===== config.mk =====
export PLATFORM = sky130hd
export DESIGN_NAME = vga_tx_queue
export DESIGN_NICKNAME = d
export VERILOG_FILES = /design/src/rtl/vga_tx_pkg.sv /design/src/rtl/char_fifo.sv /design/src/rtl/vga_tx_queue.sv
export SDC_FILE = /design/constraint.sdc
export NUM_CORES = 1
export LEC_CHECK = 0
export ABC_AREA = 1
export CORE_MARGIN = 2
export CORE_UTILIZATION = 50
export CTS_BUF_LIST = sky130_fd_sc_hd__clkbuf_8 sky130_fd_sc_hd__clkbuf_16
export CTS_CLUSTER_SIZE = 24
export DETAILED_ROUTE_END_ITERATION = 8
export PLACE_DENSITY = 0.69
export SLEW_MARGIN = 20
export SYNTH_ARGS = -nofsm -noshare
export SYNTH_HDL_FRONTEND = slang
export SYNTH_SLANG_ARGS = --single-unit

===== constraint.sdc =====
create_clock -name clk25 -period 2.9 [get_ports clk25]
set_clock_uncertainty 0.1 [all_clocks]
set_input_delay 0.58 -clock clk25 [delete_from_list [all_inputs] [get_ports clk25]]
set_output_delay 0.58 -clock clk25 [all_outputs]
set_load 0.005 [all_outputs]

===== src/rtl/vga_tx_pkg.sv =====
// rtl/vga_tx_pkg.sv - shared encodings for the VGA character output queue
package vga_tx_pkg;

   typedef enum logic [2:0] {
      IDLE,
      ARM,
      STROBE,
      RELEASE,
      HOLD
   } drain_state_t;

   localparam logic REG_DSP  = 1'b0;
   localparam logic REG_CTRL = 1'b1;

   localparam int CTRL_FLUSH = 0;
   localparam int STAT_FULL  = 7;
   localparam int STAT_OVF   = 6;

endpackage


===== src/rtl/char_fifo.sv =====
// rtl/char_fifo.sv - single-clock first-word-fall-through byte FIFO
module char_fifo #(
   parameter int DEPTH_LOG2 = 4
) (
   input  logic                clk25,
   input  logic                rst,
   input  logic                push,
   input  logic                pop,
   input  logic                flush,
   input  logic [7:0]          din,
   output logic [7:0]          dout,
   output logic [DEPTH_LOG2:0] count,
   output logic                full,
   output logic                empty
);

   localparam int DEPTH = 1 << DEPTH_LOG2;

   logic [7:0]            mem [DEPTH];
   logic [DEPTH_LOG2-1:0] wr_ptr;
   logic [DEPTH_LOG2-1:0] rd_ptr;
   logic                  do_push;
   logic                  do_pop;

   assign full  = (count == (DEPTH_LOG2+1)'(DEPTH));
   assign empty = (count == '0);
   assign dout  = mem[rd_ptr];

   // Flush wins over both ports; a push into a full FIFO lands only if the head leaves this cycle.
   assign do_pop  = pop & ~empty & ~flush;
   assign do_push = push & ~flush & (~full | do_pop);

   always_ff @(posedge clk25) begin
      if (do_push)
         mem[wr_ptr] <= din;
   end

   always_ff @(posedge clk25 or posedge rst) begin
      if (rst) begin
         wr_ptr <= '0;
         rd_ptr <= '0;
         count  <= '0;
      end else if (flush) begin
         wr_ptr <= '0;
         rd_ptr <= '0;
         count  <= '0;
      end else begin
         if (do_push)
            wr_ptr <= wr_ptr + 1'b1;
         if (do_pop)
            rd_ptr <= rd_ptr + 1'b1;
         if (do_push && !do_pop)
            count <= count + 1'b1;
         else if (do_pop && !do_push)
            count <= count - 1'b1;
      end
   end

endmodule


===== src/rtl/vga_tx_queue.sv =====
// rtl/vga_tx_queue.sv - CPU character FIFO draining into the VGA text terminal port
module vga_tx_queue
   import vga_tx_pkg::*;
#(
   parameter int DEPTH_LOG2 = 4,
   parameter int CHAR_DELAY = 0
) (
   input  logic       clk25,
   input  logic       rst,
   input  logic       cpu_enable,
   input  logic       cpu_we,
   input  logic       cpu_addr,
   input  logic [7:0] cpu_din,
   output logic [7:0] cpu_dout,
   output logic       vga_enable,
   output logic       vga_w_en,
   output logic       vga_address,
   output logic [7:0] vga_din
);

   localparam logic [19:0] HOLD_LOAD = (CHAR_DELAY > 0) ? 20'(CHAR_DELAY - 1) : 20'd0;

   logic                cpu_write;
   logic                push;
   logic                flush;
   logic                load;
   logic [7:0]          fifo_dout;
   logic [DEPTH_LOG2:0] count;
   logic                full;
   logic                empty;
   logic                overflow;
   logic [7:0]          char_latch;
   logic [19:0]         holdoff;
   logic [19:0]         holdoff_nxt;
   drain_state_t        state;
   drain_state_t        state_nxt;

   assign cpu_write = cpu_enable & cpu_we;
   assign push      = cpu_write & (cpu_addr == REG_DSP);
   assign flush     = cpu_write & (cpu_addr == REG_CTRL) & cpu_din[CTRL_FLUSH];

   char_fifo #(
      .DEPTH_LOG2 (DEPTH_LOG2)
   ) u_fifo (
      .clk25 (clk25),
      .rst   (rst),
      .push  (push),
      .pop   (load),
      .flush (flush),
      .din   (cpu_din),
      .dout  (fifo_dout),
      .count (count),
      .full  (full),
      .empty (empty)
   );

   always_ff @(posedge clk25 or posedge rst) begin
      if (rst)
         overflow <= 1'b0;
      else if (flush)
         overflow <= 1'b0;
      else if (push && full && !load)
         overflow <= 1'b1;
   end

   always_comb begin
      state_nxt   = state;
      holdoff_nxt = holdoff;
      load        = 1'b0;
      case (state)
         IDLE: begin
            if (!empty && !flush) begin
               load      = 1'b1;
               state_nxt = ARM;
            end
         end
         ARM:    state_nxt = STROBE;
         STROBE: state_nxt = RELEASE;
         RELEASE: begin
            if (CHAR_DELAY == 0) begin
               state_nxt = IDLE;
            end else begin
               holdoff_nxt = HOLD_LOAD;
               state_nxt   = HOLD;
            end
         end
         HOLD: begin
            if (holdoff == 20'd0)
               state_nxt = IDLE;
            else
               holdoff_nxt = holdoff - 20'd1;
         end
         default: state_nxt = IDLE;
      endcase
   end

   always_ff @(posedge clk25 or posedge rst) begin
      if (rst) begin
         state      <= IDLE;
         holdoff    <= 20'd0;
         char_latch <= 8'h00;
      end else begin
         state   <= state_nxt;
         holdoff <= holdoff_nxt;
         if (load)
            char_latch <= fifo_dout;
      end
   end

   // Terminal strobes follow the state one cycle later so they are glitch-free flops.
   always_ff @(posedge clk25 or posedge rst) begin
      if (rst) begin
         vga_enable  <= 1'b0;
         vga_w_en    <= 1'b0;
         vga_address <= 1'b1;
         vga_din     <= 8'h00;
      end else begin
         vga_enable  <= (state == STROBE);
         vga_w_en    <= (state == STROBE);
         vga_address <= (state == IDLE) || (state == HOLD);
         if (state == ARM)
            vga_din <= char_latch;
      end
   end

   always_comb begin
      cpu_dout            = 8'h00;
      cpu_dout[STAT_FULL] = full;
      if (cpu_addr == REG_CTRL) begin
         cpu_dout[STAT_OVF] = overflow;
         cpu_dout[4:0]      = 5'(count);
      end
   end

endmodule


---- Word-level counts from Yosys, hierarchy flattened ----
Memory sizes are Yosys's and may differ from the RTL's. A register that Yosys moved wholly into a read port is not among the register bits.
Cells that the tools add are included.
storage, ports and cells
  memories ................................ 1
  latch bits .............................. 0
  register bits ........................... 47
  memory bits (read-only) ................. 0
  output and inout port bits .............. 19
  bits of input ports ..................... 13
  logic and storage cells ................. 73
  RAM bits ................................ 128
memories
  name        words  width  read ports  clocked after Yosys merged registers in  write ports  line             source
  u_fifo.mem  16     8      1           1                                        1            char_fifo.sv:19  logic [7:0] mem [DEPTH];
cells by class
  shifts and indexed selects .............. 0
  $add $sub $neg .......................... 5
  divide/modulo/power cells ............... 0
  magnitude comparators ................... 0
  bitwise logic cells ..................... 14
  multiplexer cells ....................... 18
  equal/unequal tests ..................... 6
  multipliers ............................. 0
  reductions and logical operators ........ 20
operators by type and width
  kind                                                count
  zero test 20 bit                                    1
  two-way mux 5 bit                                   4
  subtractor 20 x 1 -> 20 bit, second input constant  1
  two-way mux 4 bit                                   4
  one-hot mux 3 bit (4 select lines)                  1
  adder 4 x 1 -> 4 bit, second input constant         2
  bitwise AND 1 bit                                   8
  two-way mux 1 bit                                   7
  two-way mux 3 bit                                   2
  nonzero test 2 bit                                  3
  adder 5 x 1 -> 5 bit, second input constant         1
  == test 5 bit, second input constant                1
  logical AND 1 bit                                   5
  zero test 1 bit                                     5
  zero test 5 bit                                     1
  NOT 1 bit                                           5
  subtractor 5 x 1 -> 5 bit, second input constant    1
  != test 2 bit, second input constant                2
  AND reduction 2 bit                                 2
  == test 3 x 1 -> 1 bit, second input constant       1
  == test 3 x 2 -> 1 bit, second input constant       1
  == test 3 bit, second input constant                1
  zero test 3 bit                                     1
  nonzero test 3 bit                                  1
  2 further kinds                                     2

---- Logic depth before layout (Yosys ltp) ----
  depth in word-level cells ............... 16
  gate-level depth with buffers ........... 14
  gate-level depth less buffers ........... 14

---- By module ----
Synthesis repeated with hierarchy kept, for this count alone.
unflattened totals
  cell total of the unflattened synthesis .. 633
  area, all modules ....................... 7,174.4 um2
modules (own cells, without submodules)
  module        cells each  instances  sequential area each (um2)  area an instance (um2)
  char_fifo     533         1          4,169.0                     6,199.7
  vga_tx_queue  100         1          526.8                       974.7

---- Worst setup path before layout ----
Ideal clock, no wire load.
  path type ............................... input port to flip-flop
  start point ............................. input cpu_addr
  end point ............................... register u_fifo.count[4]
  buffers on the path ..................... 1
  arrival ................................. 2,059 ps
  data required time ...................... 2,683 ps
  library setup time ...................... 117 ps
  path slack .............................. 624 ps
  cell stages on the path ................. 13
  cell sequence ........................... buf_4 > nand4_4 > nand3_4 > nand3_4 > fa_1 > nand3_1 > nand4_1 > nand2_1 > inv_1 > nand2_1 > nand2_1 > nand2_1 > nand2_1
between the ends
  cells in the longest elaborated chain, start to end .. 13
  elaborated cells on any way between the ends .. 21
  classes of those cells .................. mux (4); bitwise (10); reduce/logical (7)
ends and longest elaborated chain
  element                                                         line                              source
  from (decl)                                                     vga_tx_queue.sv:12                input logic cpu_addr,
  bitwise AND 1 bit (2 in series)                                 vga_tx_queue.sv:40                assign flush = cpu_write & (cpu_addr == REG_CTRL) & cpu_din[CTRL_FLUSH];
  zero test 1 bit                                                 vga_tx_queue.sv:72                if (!empty && !flush) begin
  logical AND 1 bit                                               vga_tx_queue.sv:72
  two-way mux 1 bit                                               vga_tx_queue.sv:72
  two-way mux 1 bit                                               vga_tx_queue.sv:70                case (state)
  bitwise AND 1 bit (2 in series)                                 char_fifo.sv:30                   assign do_pop = pop & ~empty & ~flush;
  bitwise OR 1 bit                                                char_fifo.sv:31                   assign do_push = push & ~flush & (~full | do_pop);
  bitwise AND 1 bit                                               char_fifo.sv:31
  logical AND 1 bit / zero test 1 bit (equally long branches)     char_fifo.sv:52, char_fifo.sv:54
  two-way mux 5 bit / logical AND 1 bit (equally long branches)   char_fifo.sv:52, char_fifo.sv:54
  two-way mux 5 bit / nonzero test 3 bit (equally long branches)  n/a
  to (signal assigned)                                            char_fifo.sv:53                   count <= count + 1'b1;
  to (signal assigned)                                            char_fifo.sv:55                   count <= count - 1'b1;
  to (decl)                                                       char_fifo.sv:12                   output logic [DEPTH_LOG2:0] count,
Several ways; a longest one is shown, not always the timed one.
A chain may end at the register's enable or synchronous reset.

---- Worst setup path in the final report ----
  start point ............................. input cpu_addr
  end point ............................... output cpu_dout[0]
between the ends
  cells in the longest elaborated chain, start to end .. 1
ends and longest elaborated chain
  element            line                 source
  two-way mux 5 bit  vga_tx_queue.sv:129  if (cpu_addr == REG_CTRL) begin
  to (decl)          vga_tx_queue.sv:14   output logic [7:0] cpu_dout,
Every way passes these cells.

==> results.md <==
Setup path:
- The largest single stage delay on the critical path is about 550 ps.
- The arrival time at the worst endpoint is approximately 1900 ps.
- At the worst endpoint, the required time is approximately 2200 ps.
- Of all nets on the critical path, the largest fanout is 6.
- Together, buffers and inverters on the worst path number 4.
- The cell type of the slowest stage on the worst timing path is sky130_fd_sc_hd__clkdlybuf4s50_1.
- The capturing element type of the critical path is an output port.
- Walking the worst path, the cells encountered are clkdlybuf4s50_1, buf_4, nand2_1, inv_1, clkdlybuf4s50_1.
- In this design, the critical path's most frequently occurring cell is sky130_fd_sc_hd__clkdlybuf4s50_1.
- The kind of launch point of the worst setup path is an input port.
- The critical path is of the in2out type.
- The cell family contributing the most delay on the critical path is buffers and inverters.

Clock network:
- The number of buffers on the longest clock path is 2.
- Hold repair after CTS inserted 0 buffers.
- Once the clock tree was built, the setup fixing pass inserted 0 buffers.
- TritonCTS built the clock tree.
- For this design, the sink count on the clock tree is roughly 160.
- The cell sitting at the root of the clock tree is a sky130_fd_sc_hd__clkbuf_16.
- The deepest level of the CTS H-tree is 4.
- The clock slew at the register clock pins of the worst setup and hold paths is about 60 ps.
- The latest clock arrival within the worst-skew pair is approximately 430 ps.
- The post-cts resize count is 0.
- Counting the buffers created by CTS gives 17.

Final layout:
- The number of nets at the end of the flow is 703.
- The top cell types in the final layout, fill and taps aside, are sky130_fd_sc_hd__edfxtp_1, sky130_fd_sc_hd__nor2_1, sky130_fd_sc_hd__nand2_1.
- The share of post-route cells with drive strength above 1 is 0.1132.
- The area of all placed cells without fillers is 0.008230 mm^2.
- The total inserted antenna cells is 0.
- Leaving out fill and tap cells, the most frequent cell in the layout is sky130_fd_sc_hd__edfxtp_1.
- The layout-stage area growth over the synthesis result is 17.49%.

Yosys:
- Each instance of the synthesized netlist takes up on average between 10 and 15 um^2.
- The proportion of synthesized chip area in sequential cells is 0.6703.
- The top flip-flop cell by instance count after synthesis is sky130_fd_sc_hd__edfxtp_1.
- The cell area that synthesis handed to floorplanning was 0.007005 mm^2.
- After synthesis, the cell types taking the most area are sky130_fd_sc_hd__edfxtp_1, sky130_fd_sc_hd__dfrtp_1, sky130_fd_sc_hd__nor2_1.
- The share of the synthesized area in the top cell type is 0.5487.
- The synthesized instance count is 632.
- The number of synthesized flops with an enable pin is 128.
- Yosys printed 0 warnings.
- The count of cell types in the netlist is 31.
- The post-synthesis register bit count is 162.
- The cell type with the highest aggregate area in the netlist is sky130_fd_sc_hd__edfxtp_1.
- Counting every net in the synthesized netlist gives around 660.
- The proportion of synthesized flip-flops having asynchronous set or reset is 0.2099.

Job:
- The reported max-cap violation count is 0.

STA:
- Setup repair after global routing left no endpoint under its margin.
- In this run the tightest slew margin relative to its limit is 0.4551.
- Subtracting the final worst setup slack from the clock period gives about 2600 ps.
- The count of final max-slew check failures came to 0.
- The setup violation total in the final timing report is 0.
- The post-route worst setup slack is roughly 300 ps.
- The final hold violation count was 0.
- The period utilization is 0.8945.
- The worst-margin pin slew is 814.8 ps.
- Hold timing on the final database bottoms out at a slack of roughly 380 ps.
- Derived from the worst setup path, the maximum achievable clock frequency is roughly 390 MHz.
- Setup total negative slack on the finished layout was measured at 0 ps.

Floorplan:
- The area inside the core boundary is 0.01377 mm^2.
- The x dimension of the die is between 100 and 150 um.
- The die covers approximately 0.015 mm^2.
- The initial standard-cell utilization of the core is 0.5086.
- The total I/O pin count is 32.
- The cell row count is 43.
- The die height is around 120 um.

Detailed routing:
- The via count of the routed design is ~4700.
- The routed design has about 15000 um of wire.
- In the routed design, unresolved DRC markers number 0.
- The average wire per cell in the routed design is between 15 and 20 um.
- After detailed routing, the number of vias per cell comes to roughly 5.5.
- The first routing iteration left 482 violations.
- The antenna violation net count after detailed routing is 0.
- The pre-antenna-repair detailed-routing pass consisted of 5 iterations.

Power:
- In this run the power density over the cells is 986.9 mW/mm^2.
- The leakage power figure is roughly 3.2 nW.
- The peak supply drop is approximately 0.53 mV.
- The total design power is between 0.008 and 0.009 W.

Global routing:
- After global routing the overflow that remains totals 0.
- For this run, global-route usage on met2 was measured as 0.3545.
- Across every metal layer, demand over resource in global routing totals 0.2198.
- The first-pass GRT wire length is approximately 24000 um.
- For this run, global-route usage on met1 was measured as 0.2961.
- The pin count of the biggest net entering global routing is 77.
- For this run, global-route usage on met3 was measured as 0.04693.
- The number of global-route vias before repair was 4555.
- The routing layer with the top usage in global route is met2.
- The number of antenna violations at the first check in global routing is 0.

Place:
- The count of buffers added on input and output ports is 30.
- The pre-CTS worst setup slack is around 91 ps.
- The HPWL after detailed placement is approximately 9600 um.
- The instance area at placement is between 0.007 and 0.008 mm^2.
- The final weighted congestion of routability-driven global placement is between 0.8 and 0.9.

Run status:
- The run finished with clean final reports.

Min path:
- The path type of the worst min-delay path is reg2reg.
-- metal layers --
layer,part of all wire,vias up
met5,0,-
met4,0.019,0
met3,0.059,24
met2,0.49,160
met1,0.43,2323
li1,-,2238
-- through the flow --
stage | instances | utilization
floorplan | 632 | -
global placement | 837 | 0.5494
detailed placement | 837 | 0.5494
CTS | 869 | 0.5976
global route | 869 | 0.5976
finish | 869 | 0.5976
-- worst register-to-register path, stage by stage (launching register included) --
cell                      delay [ps]
sky130_fd_sc_hd__dfrtp_1         400
sky130_fd_sc_hd__inv_1           110
sky130_fd_sc_hd__ha_1            320
sky130_fd_sc_hd__nand3_4         120
sky130_fd_sc_hd__buf_4           200
sky130_fd_sc_hd__nand2_1          90
sky130_fd_sc_hd__nand2_1          90
sky130_fd_sc_hd__inv_2           130
sky130_fd_sc_hd__nand2_1         150
sky130_fd_sc_hd__nor2_1          130
sky130_fd_sc_hd__buf_4           200
-- cell type report --
cell class	instances	area, um^2
clock buffers	17	425.4
clock inverters	15	237.7
fillers	1125	5543
inverters	35	131.4
multi-input cells	403	1998
flip-flops and latches	162	4697
well taps	180	225.2
repair buffers	57	515.5
-- state kept, by name, summed over array words and instances, names as in the netlist --
signal,cells
char_latch,8
overflow,1
state,2
u_fifo.count,5
u_fifo.mem,128
u_fifo.rd_ptr,4
u_fifo.wr_ptr,4
vga_address,1
vga_din,8
vga_w_en,1
-- kinds of logic after synthesis --
group	synth area share
and+or+nand+nor	0.1849
DFF	0.6703
AOI/OAI and AO/OA	0.05465
buffers and inverters	0.04447
adders and majority gates	0.02608
muxes	0.01286
xor gates and xnor gates	0.006251
other	0.0005353
-- power breakdown --
group | internal [W] | total (W) | switching [W]
Clock | 0.00161 | 0.00251 | 0.000900
Combinational | 0.000993 | 0.00264 | 0.00165
Sequential | 0.00278 | 0.00297 | 0.000193
Total | 0.00538 | 0.00812 | 0.00274
-- synthesized netlist by cell type (2+ instances only) --
| cell | instances |
|---|---|
| sky130_fd_sc_hd__nor2_2 | 2 |
| sky130_fd_sc_hd__inv_2 | 3 |
| sky130_fd_sc_hd__o21ai_1 | 39 |
| sky130_fd_sc_hd__nand3_2 | 2 |
| sky130_fd_sc_hd__buf_2 | 15 |
| sky130_fd_sc_hd__ha_1 | 13 |
| sky130_fd_sc_hd__o211ai_1 | 8 |
| sky130_fd_sc_hd__mux2_2 | 8 |
| sky130_fd_sc_hd__buf_4 | 11 |
| sky130_fd_sc_hd__xor2_1 | 5 |
| sky130_fd_sc_hd__edfxtp_1 | 128 |
| sky130_fd_sc_hd__nand3_4 | 2 |
| sky130_fd_sc_hd__nor2_1 | 118 |
| sky130_fd_sc_hd__inv_1 | 31 |
| sky130_fd_sc_hd__nand2_1 | 117 |
| sky130_fd_sc_hd__clkbuf_1 | 5 |
| sky130_fd_sc_hd__o21ai_0 | 18 |
| sky130_fd_sc_hd__dfrtp_1 | 33 |
| sky130_fd_sc_hd__nand3_1 | 60 |
| sky130_fd_sc_hd__nand4_1 | 3 |
-- final timing paths --
path | start | end | slack [ps] | depth (start not counted)
max in group asynchronous | rst | state[1] | 1580 | 3
min | char_latch[3] | char_latch[3] | 380 | 2
min reg2reg | char_latch[3] | char_latch[3] | 380 | 2
min in group asynchronous | rst | u_fifo.rd_ptr[3] | 510 | 2
max | cpu_addr | cpu_dout[0] | 310 | 5
max reg2reg | state[1] | u_fifo.mem[11][1] | 570 | 10
No activity file was read; power rests on OpenSTA's default activity.
